**config.mk**
```make
export PLATFORM = sky130hd
export DESIGN_NAME = fpdiv_round_pack
export DESIGN_NICKNAME = d
export VERILOG_FILES = /design/src/rtl/fpdiv_round_pack.sv
export SDC_FILE = /design/constraint.sdc
export NUM_CORES = 1
export LEC_CHECK = 0
export CAP_MARGIN = 5
export CORE_MARGIN = 1.5
export CORE_UTILIZATION = 55
export CTS_CLUSTER_DIAMETER = 200
export CTS_CLUSTER_SIZE = 10
export DETAILED_ROUTE_END_ITERATION = 10
export PLACE_DENSITY = 0.79
export SYNTH_ARGS = -nofsm -noshare
export SYNTH_HDL_FRONTEND = slang
export SYNTH_SLANG_ARGS = --single-unit
export TNS_END_PERCENT = 20
```
**constraint.sdc**
```tcl
create_clock -name clk -period 7.3 [get_ports clk]
set_input_delay 0.73 -clock clk [delete_from_list [all_inputs] [get_ports clk]]
set_output_delay 0.73 -clock clk [all_outputs]
set_load 0.1 [all_outputs]
```
**src/rtl/fpdiv_round_pack.sv**
```systemverilog
// fpdiv_round_pack
// Final stage after the iterative binary32 divide core. Takes the unrounded
// quotient mantissa, biased exponent, sign and special-case code and produces
// the packed IEEE-754 binary32 result. Stage 1 normalizes/denormalizes and
// extracts guard/round/sticky. Stage 2 rounds, handles overflow and packs.
//
// Ports
//   clk         in   clock, rising edge
//   reset       in   synchronous, active-low reset
//   in_valid    in   upstream holds a quotient
//   in_ready    out  transfer on in_valid && in_ready
//   in_sign     in   result sign
//   in_exp      in   [EW+1:0] signed biased exponent, before normalization
//   in_mant     in   [QW-1:0] quotient mantissa, bit QW-1 weighs 2^0
//   in_sticky   in   nonzero remainder from the divide core
//   in_special  in   [1:0] 00 normal, 01 zero, 10 inf, 11 NaN
//   round_mode  in   [1:0] 00 RNE, 01 RZ, 10 RD, 11 RU
//   out_valid   out  out_q holds a result
//   out_ready   in   transfer on out_valid && out_ready
//   out_q       out  [EW+FW:0] packed result
//   out_flags   out  [2:0] {OF,UF,NX}, only when FPDIV_FLAGS_EN is defined
//
// Build option: define FPDIV_FLAGS_EN to add out_flags. out_q is identical in
// both builds.
//
// Handshake: a side transfers on the cycle where valid && ready are both high.
// A stage advances when it is empty or its successor advances, so a full
// pipeline keeps one result per cycle and a stall holds out_q/out_valid
// stable. in_ready is forced low while reset is asserted.
`timescale 1ns/1ps
module fpdiv_round_pack #(
    parameter int EW = 8,
    parameter int FW = 23,
    parameter int QW = FW + 5
) (
    input  logic           clk,
    input  logic           reset,
    input  logic           in_valid,
    output logic           in_ready,
    input  logic           in_sign,
    input  logic [EW+1:0]  in_exp,
    input  logic [QW-1:0]  in_mant,
    input  logic           in_sticky,
    input  logic [1:0]     in_special,
    input  logic [1:0]     round_mode,
    output logic           out_valid,
    input  logic           out_ready,
    output logic [EW+FW:0] out_q
`ifdef FPDIV_FLAGS_EN
   ,output logic [2:0]     out_flags
`endif
);

    // Internal exponent is wide enough for in_exp-1 and for exponent+1.
    localparam int XW = EW + 4;
    localparam int EMAX = (1 << EW) - 1;

    localparam logic [1:0] SP_ZERO = 2'd1;
    localparam logic [1:0] SP_INF  = 2'd2;
    localparam logic [1:0] SP_NAN  = 2'd3;
    localparam logic [1:0] RM_RNE  = 2'd0;
    localparam logic [1:0] RM_RZ   = 2'd1;
    localparam logic [1:0] RM_RD   = 2'd2;
    localparam logic [1:0] RM_RU   = 2'd3;

    typedef struct packed {
        logic          sign;
        logic [1:0]    special;
        logic [1:0]    mode;
        logic [XW-1:0] exp;     // stored exponent field, 0 for subnormals
        logic          hidden;  // integer bit of the significand
        logic [FW-1:0] frac;
        logic          g;
        logic          r;
        logic          s;
`ifdef FPDIV_FLAGS_EN
        logic          tiny;
`endif
    } s1_t;

    logic           adv1, adv2;
    logic           s1_valid_q, s1_valid_d;
    s1_t            s1_q, s1_d, s1_new;
    logic           out_valid_q, out_valid_d;
    logic [EW+FW:0] out_q_q, out_q_d, result;

    logic [XW-1:0]   norm_exp, shift_raw, shamt;
    logic [QW-1:0]   norm_mant, sig_mant;
    logic [2*QW-1:0] wide;
    logic            tiny, lost;

    logic            inexact, round_up, overflow, ovf_to_inf;
    logic [FW+1:0]   sum;
    logic [XW-1:0]   rnd_exp;

`ifdef FPDIV_FLAGS_EN
    logic [2:0] out_flags_q, out_flags_d, flags;
`endif

    // Stage 1: bring the leading one to bit QW-1, then denormalize when the
    // exponent falls to zero or below. The right shift saturates at FW+3,
    // which already moves the integer bit into the sticky field.
    always_comb begin : s1_normalize
        norm_exp  = {{(XW-EW-2){in_exp[EW+1]}}, in_exp};
        norm_mant = in_mant;
        if (!in_mant[QW-1]) begin
            norm_mant = {in_mant[QW-2:0], 1'b0};
            norm_exp  = norm_exp - XW'(1);
        end
        tiny      = norm_exp[XW-1] || (norm_exp == '0);
        shift_raw = XW'(1) - norm_exp;
        shamt     = (shift_raw > XW'(FW + 3)) ? XW'(FW + 3) : shift_raw;
        // Low half of wide collects every bit shifted out of the mantissa.
        wide      = {norm_mant, {QW{1'b0}}} >> shamt;
        sig_mant  = tiny ? wide[2*QW-1:QW] : norm_mant;
        lost      = tiny && (|wide[QW-1:0]);

        s1_new         = '0;
        s1_new.sign    = in_sign;
        s1_new.special = in_special;
        s1_new.mode    = round_mode;
        s1_new.exp     = tiny ? '0 : norm_exp;
        s1_new.hidden  = sig_mant[QW-1];
        s1_new.frac    = sig_mant[QW-2 -: FW];
        s1_new.g       = sig_mant[QW-2-FW];
        s1_new.r       = sig_mant[QW-3-FW];
        s1_new.s       = (|sig_mant[QW-4-FW:0]) | lost | in_sticky;
`ifdef FPDIV_FLAGS_EN
        s1_new.tiny    = tiny;
`endif
    end

    // Stage 2: round, absorb the carry, detect overflow, pack.
    always_comb begin : s2_round
        inexact = s1_q.g | s1_q.r | s1_q.s;
        case (s1_q.mode)
            RM_RNE:  round_up = s1_q.g && (s1_q.r || s1_q.s || s1_q.frac[0]);
            RM_RZ:   round_up = 1'b0;
            RM_RD:   round_up = s1_q.sign && inexact;
            default: round_up = !s1_q.sign && inexact;
        endcase

        // A carry out of the significand leaves the fraction all zero, so
        // the low FW bits of the sum are the fraction in every case.
        sum     = {1'b0, s1_q.hidden, s1_q.frac} + (FW+2)'(round_up);
        rnd_exp = s1_q.exp;
        if (sum[FW+1]) begin
            rnd_exp = s1_q.exp + XW'(1);
        end else if (!s1_q.hidden && sum[FW]) begin
            rnd_exp = XW'(1);   // subnormal rounded up into the smallest normal
        end

        overflow   = (rnd_exp >= XW'(EMAX));
        ovf_to_inf = (s1_q.mode == RM_RNE) ||
                     (s1_q.mode == RM_RD && s1_q.sign) ||
                     (s1_q.mode == RM_RU && !s1_q.sign);

        if (overflow) begin
            result = ovf_to_inf ? {s1_q.sign, {EW{1'b1}}, {FW{1'b0}}}
                                : {s1_q.sign, {(EW-1){1'b1}}, 1'b0, {FW{1'b1}}};
        end else begin
            result = {s1_q.sign, rnd_exp[EW-1:0], sum[FW-1:0]};
        end
`ifdef FPDIV_FLAGS_EN
        flags = {overflow, s1_q.tiny && inexact, inexact || overflow};
`endif

        case (s1_q.special)
            SP_ZERO: result = {s1_q.sign, {(EW+FW){1'b0}}};
            SP_INF:  result = {s1_q.sign, {EW{1'b1}}, {FW{1'b0}}};
            SP_NAN:  result = {1'b0, {EW{1'b1}}, 1'b1, {(FW-1){1'b0}}};
            default: ;
        endcase
`ifdef FPDIV_FLAGS_EN
        if (s1_q.special != 2'd0) begin
            flags = 3'b000;
        end
`endif
    end

    always_comb begin : pipe_ctrl
        adv2        = !out_valid_q || out_ready;
        adv1        = !s1_valid_q || adv2;
        in_ready    = adv1 && reset;
        s1_valid_d  = adv1 ? (in_valid && in_ready) : s1_valid_q;
        s1_d        = (adv1 && in_valid && in_ready) ? s1_new : s1_q;
        out_valid_d = adv2 ? s1_valid_q : out_valid_q;
        out_q_d     = (adv2 && s1_valid_q) ? result : out_q_q;
`ifdef FPDIV_FLAGS_EN
        out_flags_d = (adv2 && s1_valid_q) ? flags : out_flags_q;
`endif
    end

    always_ff @(posedge clk) begin
        if (!reset) begin
            s1_valid_q  <= 1'b0;
            s1_q        <= '0;
            out_valid_q <= 1'b0;
            out_q_q     <= '0;
`ifdef FPDIV_FLAGS_EN
            out_flags_q <= '0;
`endif
        end else begin
            s1_valid_q  <= s1_valid_d;
            s1_q        <= s1_d;
            out_valid_q <= out_valid_d;
            out_q_q     <= out_q_d;
`ifdef FPDIV_FLAGS_EN
            out_flags_q <= out_flags_d;
`endif
        end
    end

    assign out_valid = out_valid_q;
    assign out_q     = out_q_q;
`ifdef FPDIV_FLAGS_EN
    assign out_flags = out_flags_q;
`endif

endmodule

```
# After elaboration in Yosys (flattened, before gate mapping)

Cells that the tools add are included.
W data, S select, Z words.

Register bits: 78
Bits in latches: 0
Memory bits (writable): 0
ROM bits: 0
Input port bits: 48
Output and inout port bits: 34
Word-level logic and storage cells: 67
Memories kept: 0

$add $sub $neg: 4
Multipliers: 0
Divide/modulo/power cells: 0
Order comparisons: 2
Eq/ne operators: 6
Shifts and indexed selects: 1
Multiplexer cells: 11
Bitwise gates (word level): 4
Reduce and logical (&&, ||, !) cells: 27

Operator list:

| cell                    | count |
|---|---|
| $pmux W32 S3            | 1 |
| $mux W12                | 5 |
| $mux W28                | 2 |
| $shr A56 B12 Y56        | 1 |
| $mux W31                | 1 |
| $reduce_or A28 Y1       | 1 |
| $add A24 B1 Y25         | 1 |
| $mux W24                | 1 |
| $add A12 B1 Y12 const B | 1 |
| $ge A12 B8 Y1 const B   | 1 |
| $gt A12 B5 Y1 const B   | 1 |
| $logic_and A1 B1 Y1     | 12 |
| $logic_not A12 Y1       | 1 |
| $sub A1 B12 Y12 const A | 1 |
| $sub A10 B2 Y11 const B | 1 |
| $eq A2 B2 Y1 const B    | 4 |
| $logic_or A1 B1 Y1      | 7 |
| $eq A2 B1 Y1 const B    | 2 |
| $logic_not A1 Y1        | 4 |
| $or A1 B1 Y1            | 4 |
| $pmux W1 S3             | 1 |
| $logic_not A2 Y1        | 1 |
| $reduce_or A2 Y1        | 1 |

# Longest topological paths before layout

Gate-level depths: netlist of run 1.

Depth in word-level cells: 11
Gate-level depth with buffers: 25
Mapped depth without buffers: 20

# Least setup slack after synthesis of run 1

OpenSTA, ideal clock, no wires.

Path type: input -> register
Start: input in_exp[0]
End: register s1_q[0] (netlist bit)
Library setup time: 131 ps
Arrival time: 5,598 ps
Data required time: 7,169 ps
Path slack: 1,571 ps
Cell stages on the path: 23
Path buffers: 6
Cells stage by stage: buf_2 -> inv_1 -> ha_1 -> mux2i_1 -> inv_1 -> clkbuf_1 -> clkbuf_1 -> buf_1 -> ha_1 -> xnor2_1 -> xnor2_2 -> a21oi_1 -> a2111oi_0 -> a31o_1 -> o211a_1 -> buf_4 -> buf_6 -> nand2_4 -> a311o_1 -> a211o_1 -> or4_1 -> o32ai_1 -> a31oi_1

Cells in the longest elaborated chain, start to end: 10
Elaborated cells between the ends (all ways): 14
Those cells by class: add/sub (2); order compare (1); shift (1); mux (3); bitwise (2); reduce/logical (5)

RTL lines:

| what                                                           | RTL line | RTL |
|---|---|---|
| start: declaration                                             | 41       | `input logic [EW+1:0] in_exp,` |
| $sub A10 B2 Y11                                                | 108      | `norm_exp = norm_exp - XW'(1);` |
| $mux W12 *                                                     | 106      | `if (!in_mant[QW-1]) begin` |
| $sub A1 B12 Y12                                                | 111      | `shift_raw = XW'(1) - norm_exp;` |
| $gt A12 B5 Y1                                                  | 112      | `shamt = (shift_raw > XW'(FW + 3)) ? XW'(FW + 3) : shift_raw;` |
| $mux W12                                                       | 112      |  |
| $shr A56 B12 Y56                                               | 114      | `wide = {norm_mant, {QW{1'b0}}} >> shamt;` |
| $reduce_or A28 Y1 / $mux W28 (equally long branches)           | 116, 115 |  |
| $logic_and A1 B1 Y1 / $reduce_or A2 Y1 (equally long branches) | 116, 127 |  |
| $or A1 B1 Y1 * (2 in a row)                                    | 127      | `s1_new.s = (\|sig_mant[QW-4-FW:0]) \| lost \| in_sticky;` |
| end signal: assignment                                         | 197      | `s1_q <= '0;` |
| end signal: assignment                                         | 205      | `s1_q <= s1_d;` |
| end: declaration                                               | 83       | `s1_t s1_q, s1_d, s1_new;` |

Every way passes the cells marked *; elsewhere a longest branch is shown, timed or not.
A chain may end at the register's enable or synchronous reset.

# Worst setup path in the final report of run 1

Same ends and word-level chain as after synthesis.

==> out/results.tsv, run 1 <==
metric	value	unit
gpl congestion	1.00	
Max-Cap Viols	0	
worst slew pin tran	1000	ps
Finished Cell Area	0.00816	sq mm
DIE AREA	0.0134	sq mm
placed cell area	0.00784	sq mm
reg2reg start	s1_q[40]$_SDFFE_PN0P_	
drt total wl	23600	um
die width	116	um
post-CTS setup buffer count	0	
Sw Pwr	0.491	mW
cell mode on critical path	inv_1	
VDD IR max	0.000133	V
Slew Viols, Final	0	
Hold WC Path Type	reg -> reg	
RSZ-0062 raised after global routing	false	
largest net degree at the start of global routing	68	
Gate power share	0.322	
number of CTS-inserted buffers	9	
initial antenna violation count	1	
Ys Warns	0	
Clock transition at path regs	60	ps
Post-synth top flop	dfxtp_1	
io pins	82	
CP max stage delay	670	ps
Leakage	3.00	nW
vias in the first global route	7093	
post-synth net total	1031	
Setup CP Type	in -> reg	
Max Fanout on Critical Path	26	
final HPWL from detailed placement	17500	um
sequential share of power	0.338	
GRT Overall Usage	0.359	
status	completed	
Pre-antenna DRT Iters	5	
grt total ovfl	0	
share of cells above drive strength 1	0.0899	
slowest CP cell	a211oi_1	
#FFs+latches synth	77	
DRC viols	0	
Power Density	170	mW/mm^2
clock share of power	0.340	
Core ar.	0.0122	sq mm
Final min period	6280	ps
Startpoint Class	input pin	
worst flop-to-flop path endpoint	out_q[20]$_SDFFE_PN0P_	
Root Buffer	clkbuf_16	
Layout Nets	1062	
Port Buf Inserts	81	
Pint	0.892	mW
switch share	0.355	
critical path, cell by cell	clkdlybuf4s50_1 -> buf_4 -> inv_1 -> ha_1 -> nand2b_1 -> xor2_1 -> inv_1 -> ha_1 -> inv_1 -> a21oi_1 -> a2111oi_0 -> a31o_1 -> o211ai_2 -> buf_4 -> o32ai_1 -> a211oi_1 -> mux2_2 -> nand4b_1 -> or4_1 -> o32ai_1 -> a31oi_1	
post-synthesis sequential area ratio	0.221	
HP Start	out_q[19]$_SDFFE_PN0P_	
Post-Syn Area	0.00697	sq mm
via count	7760	
Synth cell types	87	
row cnt	40	
Critical Path RT	7500	ps
CTS tree	done	
Clock Path Buffers	2	
Worst Hold End	out_q[19]$_SDFFE_PN0P_	
crit share post-route	0.860	
Initial Util	0.571	
starting DRC count in detailed routing	956	
vias per cell	6.58	
post-CTS sizing	0	
global-route wire length before repair	37500	um
flop2flop setup slack	2030	ps
P&R area growth vs syn	17.0	%
endpoints failing hold	0	
Post-Syn Instances	976	
H-tree levels	3	
CP endpoint kind	flop	
EDFF count, synth	0	
Ant. Diodes	0	
Avg Cell Area, Syn	7.14	sq um
WL per Instance	20.0	um
die height	116	um
Final Setup Violations	0	
Routed Antenna Nets	0	
Worst-Skew Late Latency	330	ps
FF-to-FF path depth	21	
Clock Skew	8.22	ps
Slew HR	0.331	
Arrival @ worst endpoint	6480	ps
most frequent cells in the layout	nand2_1, nor2_1, o21ai_0, clkdlybuf4s50_1, dfxtp_1	
total negative slack	0	ps
clock sink total	77	
Async SR Flop Fraction	0	
commonest non-fill, non-tap cell in the layout	nand2_1	
Hold Path Cell Cnt	1	
FMAX	159	MHz
cts hold-fix bufs	0	
through the flow:
| stage | hold WS, ps | utilization | power, mW | cells | setup WS [ps] |
|---|---|---|---|---|---|
| after CTS | 479 | 0.668 | 1.38 | 1180 | 1150 |
| after global placement | 460 | 0.642 | 0.909 | 1164 | 864 |
| final | 476 | 0.668 | 1.38 | 1180 | 1020 |
| after global routing | 487 | 0.668 | 1.44 | 1180 | 678 |
| after floorplan | 447 | - | 0.772 | 976 | 1570 |
| after detailed placement | 466 | 0.642 | 0.908 | 1164 | 833 |
synth_stat cells, types with 6 or more instances:
| library cell | number | area share |
|---|---|---|
| buf_2 | 9 | 0.0065 |
| nor2_1 | 100 | 0.054 |
| nor2b_1 | 16 | 0.014 |
| xnor2_1 | 13 | 0.016 |
| nand4_1 | 14 | 0.013 |
| nand2b_1 | 6 | 0.0054 |
| clkbuf_1 | 62 | 0.033 |
| mux2_2 | 25 | 0.040 |
| or3_1 | 11 | 0.0099 |
| nand2_1 | 112 | 0.060 |
| a21o_1 | 7 | 0.0075 |
| o31ai_1 | 9 | 0.0097 |
| nand3_1 | 42 | 0.030 |
| buf_1 | 7 | 0.0038 |
| a21oi_1 | 77 | 0.055 |
| ha_1 | 7 | 0.013 |
| a22o_1 | 23 | 0.029 |
| a22oi_1 | 7 | 0.0075 |
| and3_1 | 8 | 0.0072 |
| xor2_1 | 20 | 0.025 |
| inv_1 | 12 | 0.0065 |
| a31oi_1 | 22 | 0.020 |
| dfxtp_1 | 77 | 0.22 |
| a32oi_1 | 7 | 0.0088 |
| mux2i_1 | 28 | 0.040 |
| o21a_1 | 6 | 0.0065 |
| o22ai_1 | 7 | 0.0063 |
| o211ai_1 | 9 | 0.0097 |
| nor3_1 | 22 | 0.016 |
| o21ai_0 | 79 | 0.057 |
| a221oi_1 | 10 | 0.013 |
| a211oi_1 | 8 | 0.0086 |
power by group through the flow:
stage	registers [mW]	clock network (mW)	logic, mW
3_3_place_gp	0.474	0	0.434
3_5_place_dp	0.475	0	0.433
2_1_floorplan	0.520	0	0.252
4_1_cts	0.466	0.474	0.435
6_report	0.467	0.470	0.446
5_1_grt	0.470	0.492	0.478
layer usage:
| layer | GRT usage | wire length (um) | up-vias |
|---|---|---|---|
| met5 | 0 | 0 | - |
| met4 | 0.160 | 957 | 0 |
| met3 | 0.0581 | 1830 | 60 |
| met2 | 0.548 | 10300 | 398 |
| met1 | 0.500 | 10500 | 3593 |
| li1 | - | - | 3709 |
critical path: cells and delay by family:
kind / cells / cell delay (ps)
buffers and inverters: 6 / 1320
xor gates and xnor gates: 1 / 340
and+or+nand+nor: 3 / 880
AOI/OAI and AO/OA: 8 / 2150
adders and majority gates: 2 / 690
muxes: 1 / 340
state kept, by name (all words and copies together) (netlist names):
register    flops
s1_q           43
out_q          32
out_valid       1
s1_valid_q      1
logic make-up (layout without fill, tap and decap cells):
family | count (synthesis) | count (layout) | share of synthesized area
adders and majority gates | 7 | 7 | 0.0126
AOI/OAI and AO/OA | 333 | 333 | 0.320
xor gates and xnor gates | 34 | 34 | 0.0438
buffers and inverters | 94 | 130 | 0.0560
muxes | 53 | 53 | 0.0806
and+or+nand+nor | 378 | 378 | 0.266
DFF | 77 | 77 | 0.221
final cells by class:
class | instances | area [sq um]
multi-input combinational | 805 | 5080
fill | 1166 | 4060
sequential | 77 | 1540
timing repair buffer | 102 | 958
clock buffer | 10 | 229
tap | 168 | 210
clock inverter | 6 | 86.3
inverter | 12 | 45.0
how the worst max path moves through the flow:
| stage | start | endpoint | slack (ps) | cells after the start |
|---|---|---|---|---|
| after global placement | in_exp[0] | s1_q[0]$_SDFFE_PN0P_ | 860 | 21 |
| after CTS | in_exp[1] | s1_q[0]$_SDFFE_PN0P_ | 1150 | 20 |
| after detailed placement | in_exp[1] | s1_q[0]$_SDFFE_PN0P_ | 830 | 20 |
| final | in_exp[0] | s1_q[0]$_SDFFE_PN0P_ | 1020 | 21 |
| after global routing | in_exp[0] | s1_q[0]$_SDFFE_PN0P_ | 680 | 20 |
| after floorplan | in_exp[0] | s1_q[0]$_SDFFE_PN0P_ | 1570 | 23 |
Power figures use the tool's default switching activity.
==> run 2, diff against run 1 <==
- CORE_UTILIZATION: 55 -> 45
- PLACE_DENSITY: 0.79 -> 0.66
- clock period: 7.3 -> 6.85 ns (I/O delays scaled with it)
==> run 2 against run 1 <==
Compared with the run above:
- global-route usage decreased by 4.6 points
- sequential share of layout area about the same
- setup slack got worse by 180 ps
- largest power group is now sequential cells
- highest routed layer unchanged
==> out/results.tsv, run 2 (synthesized netlist as in run 1, its figures left out) <==
metric	value	unit	change
gpl congestion	1.04		was 1.00
Setup CP Type	in -> reg		unchanged
Slew Viols, Final	0		unchanged
FF/Latch Area	0.00154	sq mm	unchanged
CP Buf/Inv Count	5		was 6
Max-Cap Viols	0		unchanged
GRT Overall Usage	0.314		was 0.359
flop2flop setup slack	1770	ps	was 2030 ps
global-route wire length before repair	40100	um	was 37500 um
Startpoint Class	input pin		unchanged
Fillers	1530		was 1166
post-CTS setup buffer count	0		unchanged
Max Fanout on Critical Path	14		was 26
status	completed		unchanged
Layout Nets	1068		was 1062
Hold WC Path Type	reg -> reg		unchanged
Clock Path Buffers	2		unchanged
endpoints failing hold	0		unchanged
worst slew pin tran	987	ps	was 1000 ps
VDD IR max	0.000132	V	was 0.000133 V
Ant. Diodes	0		unchanged
clock sink total	77		unchanged
Final Power	1.42	mW	was 1.38 mW
FF-to-FF path depth	20		was 21
vias per cell	6.43		was 6.58
placed cell area	0.00791	sq mm	was 0.00784 sq mm
starting DRC count in detailed routing	873		was 956
number of CTS-inserted buffers	9		unchanged
initial antenna violation count	1		unchanged
FMAX	167	MHz	
Port Buf Inserts	81		unchanged
Initial Util	0.460		was 0.571
die width	127	um	was 116 um
most frequent cells in the layout	nand2_1, nor2_1, o21ai_0, clkdlybuf4s50_1, dfxtp_1		unchanged
cts hold-fix bufs	0		unchanged
Finished Cell Area	0.00818	sq mm	was 0.00816 sq mm
final core occ	0.540		was 0.668
max reg flops	43		unchanged
commonest non-fill, non-tap cell in the layout	nand2_1		unchanged
Final min period	6000	ps	
Clock Skew	7.67	ps	was 8.22 ps
CP max stage delay	610	ps	was 670 ps
Slew HR	0.340		was 0.331
HP Start	out_q[6]$_SDFFE_PN0P_		was out_q[19]$_SDFFE_PN0P_
P&R area growth vs syn	17.2	%	was 17.0%
die height	127	um	was 116 um
DRC viols	0		unchanged
WL per Instance	21.1	um	was 20.0 um
io pins	82		unchanged
vias in the first global route	7026		was 7093
cell mode on critical path	inv_1		unchanged
row cnt	45		was 40
Hold Path Cell Cnt	1		unchanged
total negative slack	0	ps	unchanged
post-CTS sizing	0		unchanged
area taken by multi-input logic gates	0.00508	sq mm	unchanged
Worst-Skew Late Latency	330	ps	about the same
CP endpoint kind	flop		unchanged
share of cells above drive strength 1	0.0954		was 0.0899
grt total ovfl	0		unchanged
Clock transition at path regs	60	ps	about the same
Biggest register	s1_q		unchanged
Worst Hold End	out_q[6]$_SDFFE_PN0P_		was out_q[19]$_SDFFE_PN0P_
Routed Antenna Nets	0		unchanged
Root Buffer	clkbuf_16		unchanged
reg2reg start	s1_q[40]$_SDFFE_PN0P_		unchanged
Final Setup Violations	0		unchanged
Critical Path RT	7050	ps	was 7500 ps
largest net degree at the start of global routing	60		was 68
Pre-antenna DRT Iters	5		unchanged
Placed Cells incl. Taps	1190		was 1164
Top delay family on crit path	compound AO/OA/AOI/OAI gates		unchanged
DIE AREA	0.0163	sq mm	was 0.0134 sq mm
final HPWL from detailed placement	19500	um	was 17500 um
Arrival @ worst endpoint	6210	ps	was 6480 ps
H-tree levels	3		unchanged
final std cells w/o fill	1205		was 1180
via count	7754		was 7760
slowest CP cell	clkdlybuf4s50_1		was a211oi_1
drt total wl	25400	um	was 23600 um
crit share post-route	0.877		
Power Density	173	mW/mm^2	was 170 mW/mm^2
Core ar.	0.0151	sq mm	was 0.0122 sq mm
RSZ-0062 raised after global routing	false		unchanged
critical path, cell by cell	clkdlybuf4s50_1 -> inv_1 -> ha_1 -> nand2b_1 -> xor2_1 -> inv_1 -> ha_1 -> inv_1 -> a21oi_1 -> a2111oi_0 -> a31o_1 -> o211a_1 -> buf_4 -> a31oi_1 -> o21ai_0 -> a21oi_1 -> or3_1 -> or4_1 -> o32ai_1 -> a31oi_1		was clkdlybuf4s50_1 -> buf_4 -> inv_1 -> ha_1 -> nand2b_1 -> xor2_1 -> inv_1 -> ha_1 -> inv_1 -> a21oi_1 -> a2111oi_0 -> a31o_1 -> o211ai_2 -> buf_4 -> o32ai_1 -> a211oi_1 -> mux2_2 -> nand4b_1 -> or4_1 -> o32ai_1 -> a31oi_1
worst flop-to-flop path endpoint	out_q[10]$_SDFFE_PN0P_		was out_q[20]$_SDFFE_PN0P_
CTS tree	done		unchanged
Leakage	3.01	nW	was 3.00 nW
run 2: worst reg2reg max path: cells and delay by family (launching register included):
family | cells | cell delay (ps)
and+or+nand+nor | 11 | 3090
AOI/OAI and AO/OA | 6 | 930
adders and majority gates | 3 | 610
DFF | 1 | 390
run 2: area by class of cell:
type                       count  area share
multi-input combinational    805       0.622
sequential                    77       0.189
timing repair buffer         108       0.123
tap                          188      0.0288
clock buffer                   9      0.0275
inverter                      12     0.00551
clock inverter                 6     0.00490
run 2: worst max-delay path by stage:
stage	startpoint	to	slack (ps)	cells past startpoint
final	in_exp[1]	s1_q[0]$_SDFFE_PN0P_	850	20
after global routing	in_exp[1]	s1_q[0]$_SDFFE_PN0P_	490	20
after CTS	in_exp[1]	s1_q[0]$_SDFFE_PN0P_	930	20
after detailed placement	in_exp[1]	s1_q[0]$_SDFFE_PN0P_	610	20
after global placement	in_exp[1]	s1_q[0]$_SDFFE_PN0P_	730	20
after floorplan	in_exp[0]	s1_q[0]$_SDFFE_PN0P_	1170	23
run 2: power by group:
part,total [mW],switching (mW),leakage [nW],internal (mW)
clock network,0.432,0.189,0.131,0.243
logic,0.486,0.324,2.25,0.163
registers,0.497,0.0250,0.630,0.472
total,1.42,0.538,3.01,0.877
run 2: stage by stage:
stage               hold slack [ps]  worst slack (ps)
finish                          475               846
global route                    487               486
CTS                             481               929
detailed placement              468               605
global placement                462               729
floorplan                       447              1170
run 2: layer usage:
metal / vias up / track usage / part of all wire
li1: 3728 / - / -
met1: 3627 / 0.434 / 0.45
met2: 344 / 0.503 / 0.45
met3: 55 / 0.0415 / 0.066
met4: 0 / 0.107 / 0.035
met5: - / 0 / 0
==> run 3, diff against run 2 <==
- CORE_UTILIZATION: 45 -> 35
- PLACE_DENSITY: 0.66 -> unset
==> run 3 against run 2 <==
Compared with the run above:
- utilization shrank 11 points
- critical path type unchanged
- wire length down 0.28%
- clock power up 20%
- sequential share of layout area fell by 0.38 points
- combinational power about the same
- largest power group is now the clock network
==> out/results.tsv, run 3 (synthesized netlist as in run 1, its figures left out) <==
metric	value	unit	change
largest net degree at the start of global routing	60		unchanged
CP Buf/Inv Count	3		was 5
stages on the worst setup path	20		unchanged
Slew HR	0.339		was 0.340
FMAX	169	MHz	was 167 MHz
cell mode on critical path	ha_1		was inv_1
CP max stage delay	470	ps	was 610 ps
slowest CP cell	clkdlybuf4s50_1		unchanged
Port Buf Inserts	81		unchanged
Worst-Skew Late Latency	340	ps	was 330 ps
gpl congestion	1.01		was 1.04
status	completed		unchanged
max reg flops	43		unchanged
Final Setup Violations	0		unchanged
global-route wire length before repair	39600	um	was 40100 um
Final Power	1.50	mW	was 1.42 mW
die height	144	um	was 127 um
H-tree levels	3		unchanged
Startpoint Class	input pin		unchanged
row cnt	51		was 45
Fillers	2103		was 1530
vias in the first global route	7037		was 7026
Hold Path Cell Cnt	2		was 1
Core ar.	0.0195	sq mm	was 0.0151 sq mm
grt total ovfl	0		unchanged
Setup CP Type	in -> reg		unchanged
starting DRC count in detailed routing	815		was 873
post-CTS sizing	0		unchanged
Max-Cap Viols	0		unchanged
CTS tree	done		unchanged
Layout Nets	1069		was 1068
Power Density	180	mW/mm^2	was 173 mW/mm^2
worst flop-to-flop path endpoint	out_q[10]$_SDFFE_PN0P_		unchanged
Critical Path RT	7070	ps	was 7050 ps
commonest non-fill, non-tap cell in the layout	nand2_1		unchanged
io pins	82		unchanged
Clock Skew	6.67	ps	was 7.67 ps
Routed Antenna Nets	0		unchanged
HP Start	s1_q[4]$_SDFFE_PN0P_		was out_q[6]$_SDFFE_PN0P_
WL per Instance	19.7	um	was 21.1 um
Clock transition at path regs	60	ps	about the same
via count	7700		was 7754
share of cells above drive strength 1	0.0962		was 0.0954
CP endpoint kind	flop		unchanged
Arrival @ worst endpoint	6130	ps	was 6210 ps
Hold WC Path Type	reg -> reg		unchanged
FF-to-FF path depth	20		unchanged
Biggest register	s1_q		unchanged
Initial Util	0.357		was 0.460
DRC viols	0		unchanged
Final min period	5920	ps	was 6000 ps
Max Fanout on Critical Path	26		was 14
clock sink total	77		unchanged
initial antenna violation count	0		was 1
GRT Overall Usage	0.245		was 0.314
Leakage	3.05	nW	was 3.01 nW
Pre-antenna DRT Iters	5		unchanged
worst slew pin tran	992	ps	was 987 ps
cts hold-fix bufs	0		unchanged
reg2reg start	s1_q[40]$_SDFFE_PN0P_		unchanged
most frequent cells in the layout	nand2_1, nor2_1, o21ai_0, clkdlybuf4s50_1, dfxtp_1		unchanged
endpoints failing hold	0		unchanged
number of CTS-inserted buffers	9		unchanged
worst hold slack	474	ps	was 475 ps
die width	144	um	was 127 um
crit share post-route	0.864		was 0.877
Clock Path Buffers	2		unchanged
total negative slack	0	ps	unchanged
VDD IR max	0.000112	V	was 0.000132 V
final HPWL from detailed placement	19300	um	was 19500 um
flop2flop setup slack	1920	ps	was 1770 ps
drt total wl	25300	um	was 25400 um
critical path, cell by cell	clkdlybuf4s50_1 -> inv_1 -> ha_1 -> nand2b_1 -> xor2_1 -> ha_1 -> xnor2_1 -> xnor2_2 -> a21oi_1 -> a2111oi_0 -> a31o_1 -> o211a_1 -> buf_4 -> and2_1 -> nor3_1 -> a311o_1 -> a211o_1 -> or4_1 -> o32ai_1 -> a31oi_1		was clkdlybuf4s50_1 -> inv_1 -> ha_1 -> nand2b_1 -> xor2_1 -> inv_1 -> ha_1 -> inv_1 -> a21oi_1 -> a2111oi_0 -> a31o_1 -> o211a_1 -> buf_4 -> a31oi_1 -> o21ai_0 -> a21oi_1 -> or3_1 -> or4_1 -> o32ai_1 -> a31oi_1
RSZ-0062 raised after global routing	false		unchanged
P&R area growth vs syn	19.6	%	was 17.2%
DIE AREA	0.0208	sq mm	was 0.0163 sq mm
Top delay family on crit path	compound AO/OA/AOI/OAI gates		unchanged
Worst Hold End	s1_q[4]$_SDFFE_PN0P_		was out_q[6]$_SDFFE_PN0P_
Slew Viols, Final	0		unchanged
Root Buffer	clkbuf_16		unchanged
post-CTS setup buffer count	0		unchanged
vias per cell	5.99		was 6.43
-- run 3: worst min-delay path, cell delays in order (launching register included) --
cell and delay, ps:
dfxtp_1 320, nand3_1 70, nand2_1 50
-- run 3: cell type report --
class	instances	area, sq um	share of cell area
Inverter	12	45.0	0.00540
Clock inverter	4	70.1	0.00840
Timing Repair Buffer	109	1010	0.121
Multi-Input combinational cell	805	5080	0.609
Tap cell	265	332	0.0397
Sequential cell	77	1540	0.185
Antenna cell	1	2.50	0.000300
Clock buffer	12	256	0.0307
-- run 3: stage by stage --
stage               instance area (sq um)   util  setup slack [ps]  cells
finish                               8340  0.427               934   1285
global route                         8340  0.427               679   1284
CTS                                  8340  0.427              1040   1284
floorplan                            6970      -              1170    976
detailed placement                   8010  0.410               681   1268
global placement                     8010  0.410               775   1268
-- run 3: worst max-delay path by stage --
stage,startpoint,endpoint,slack (ps)
2_1_floorplan,in_exp[0],s1_q[0]$_SDFFE_PN0P_,1170
3_3_place_gp,in_exp[1],s1_q[0]$_SDFFE_PN0P_,770
3_5_place_dp,in_exp[1],s1_q[0]$_SDFFE_PN0P_,680
4_1_cts,in_exp[1],s1_q[0]$_SDFFE_PN0P_,1040
5_1_grt,in_exp[1],s1_q[0]$_SDFFE_PN0P_,680
6_report,in_exp[1],s1_q[0]$_SDFFE_PN0P_,930
-- run 3: metal layers --
layer | GRT usage | wire [um] | up-vias
li1 | - | - | 3724
met1 | 0.332 | 11400 | 3579
met2 | 0.392 | 11500 | 336
met3 | 0.0371 | 1560 | 61
met4 | 0.0877 | 785 | 0
met5 | 0 | 0 | -
-- run 3: report_power, final --
| group | internal [mW] | total (mW) | switching, mW |
|---|---|---|---|
| combinational | 0.164 | 0.488 | 0.324 |
| sequential | 0.472 | 0.497 | 0.0250 |
| clock | 0.338 | 0.520 | 0.183 |
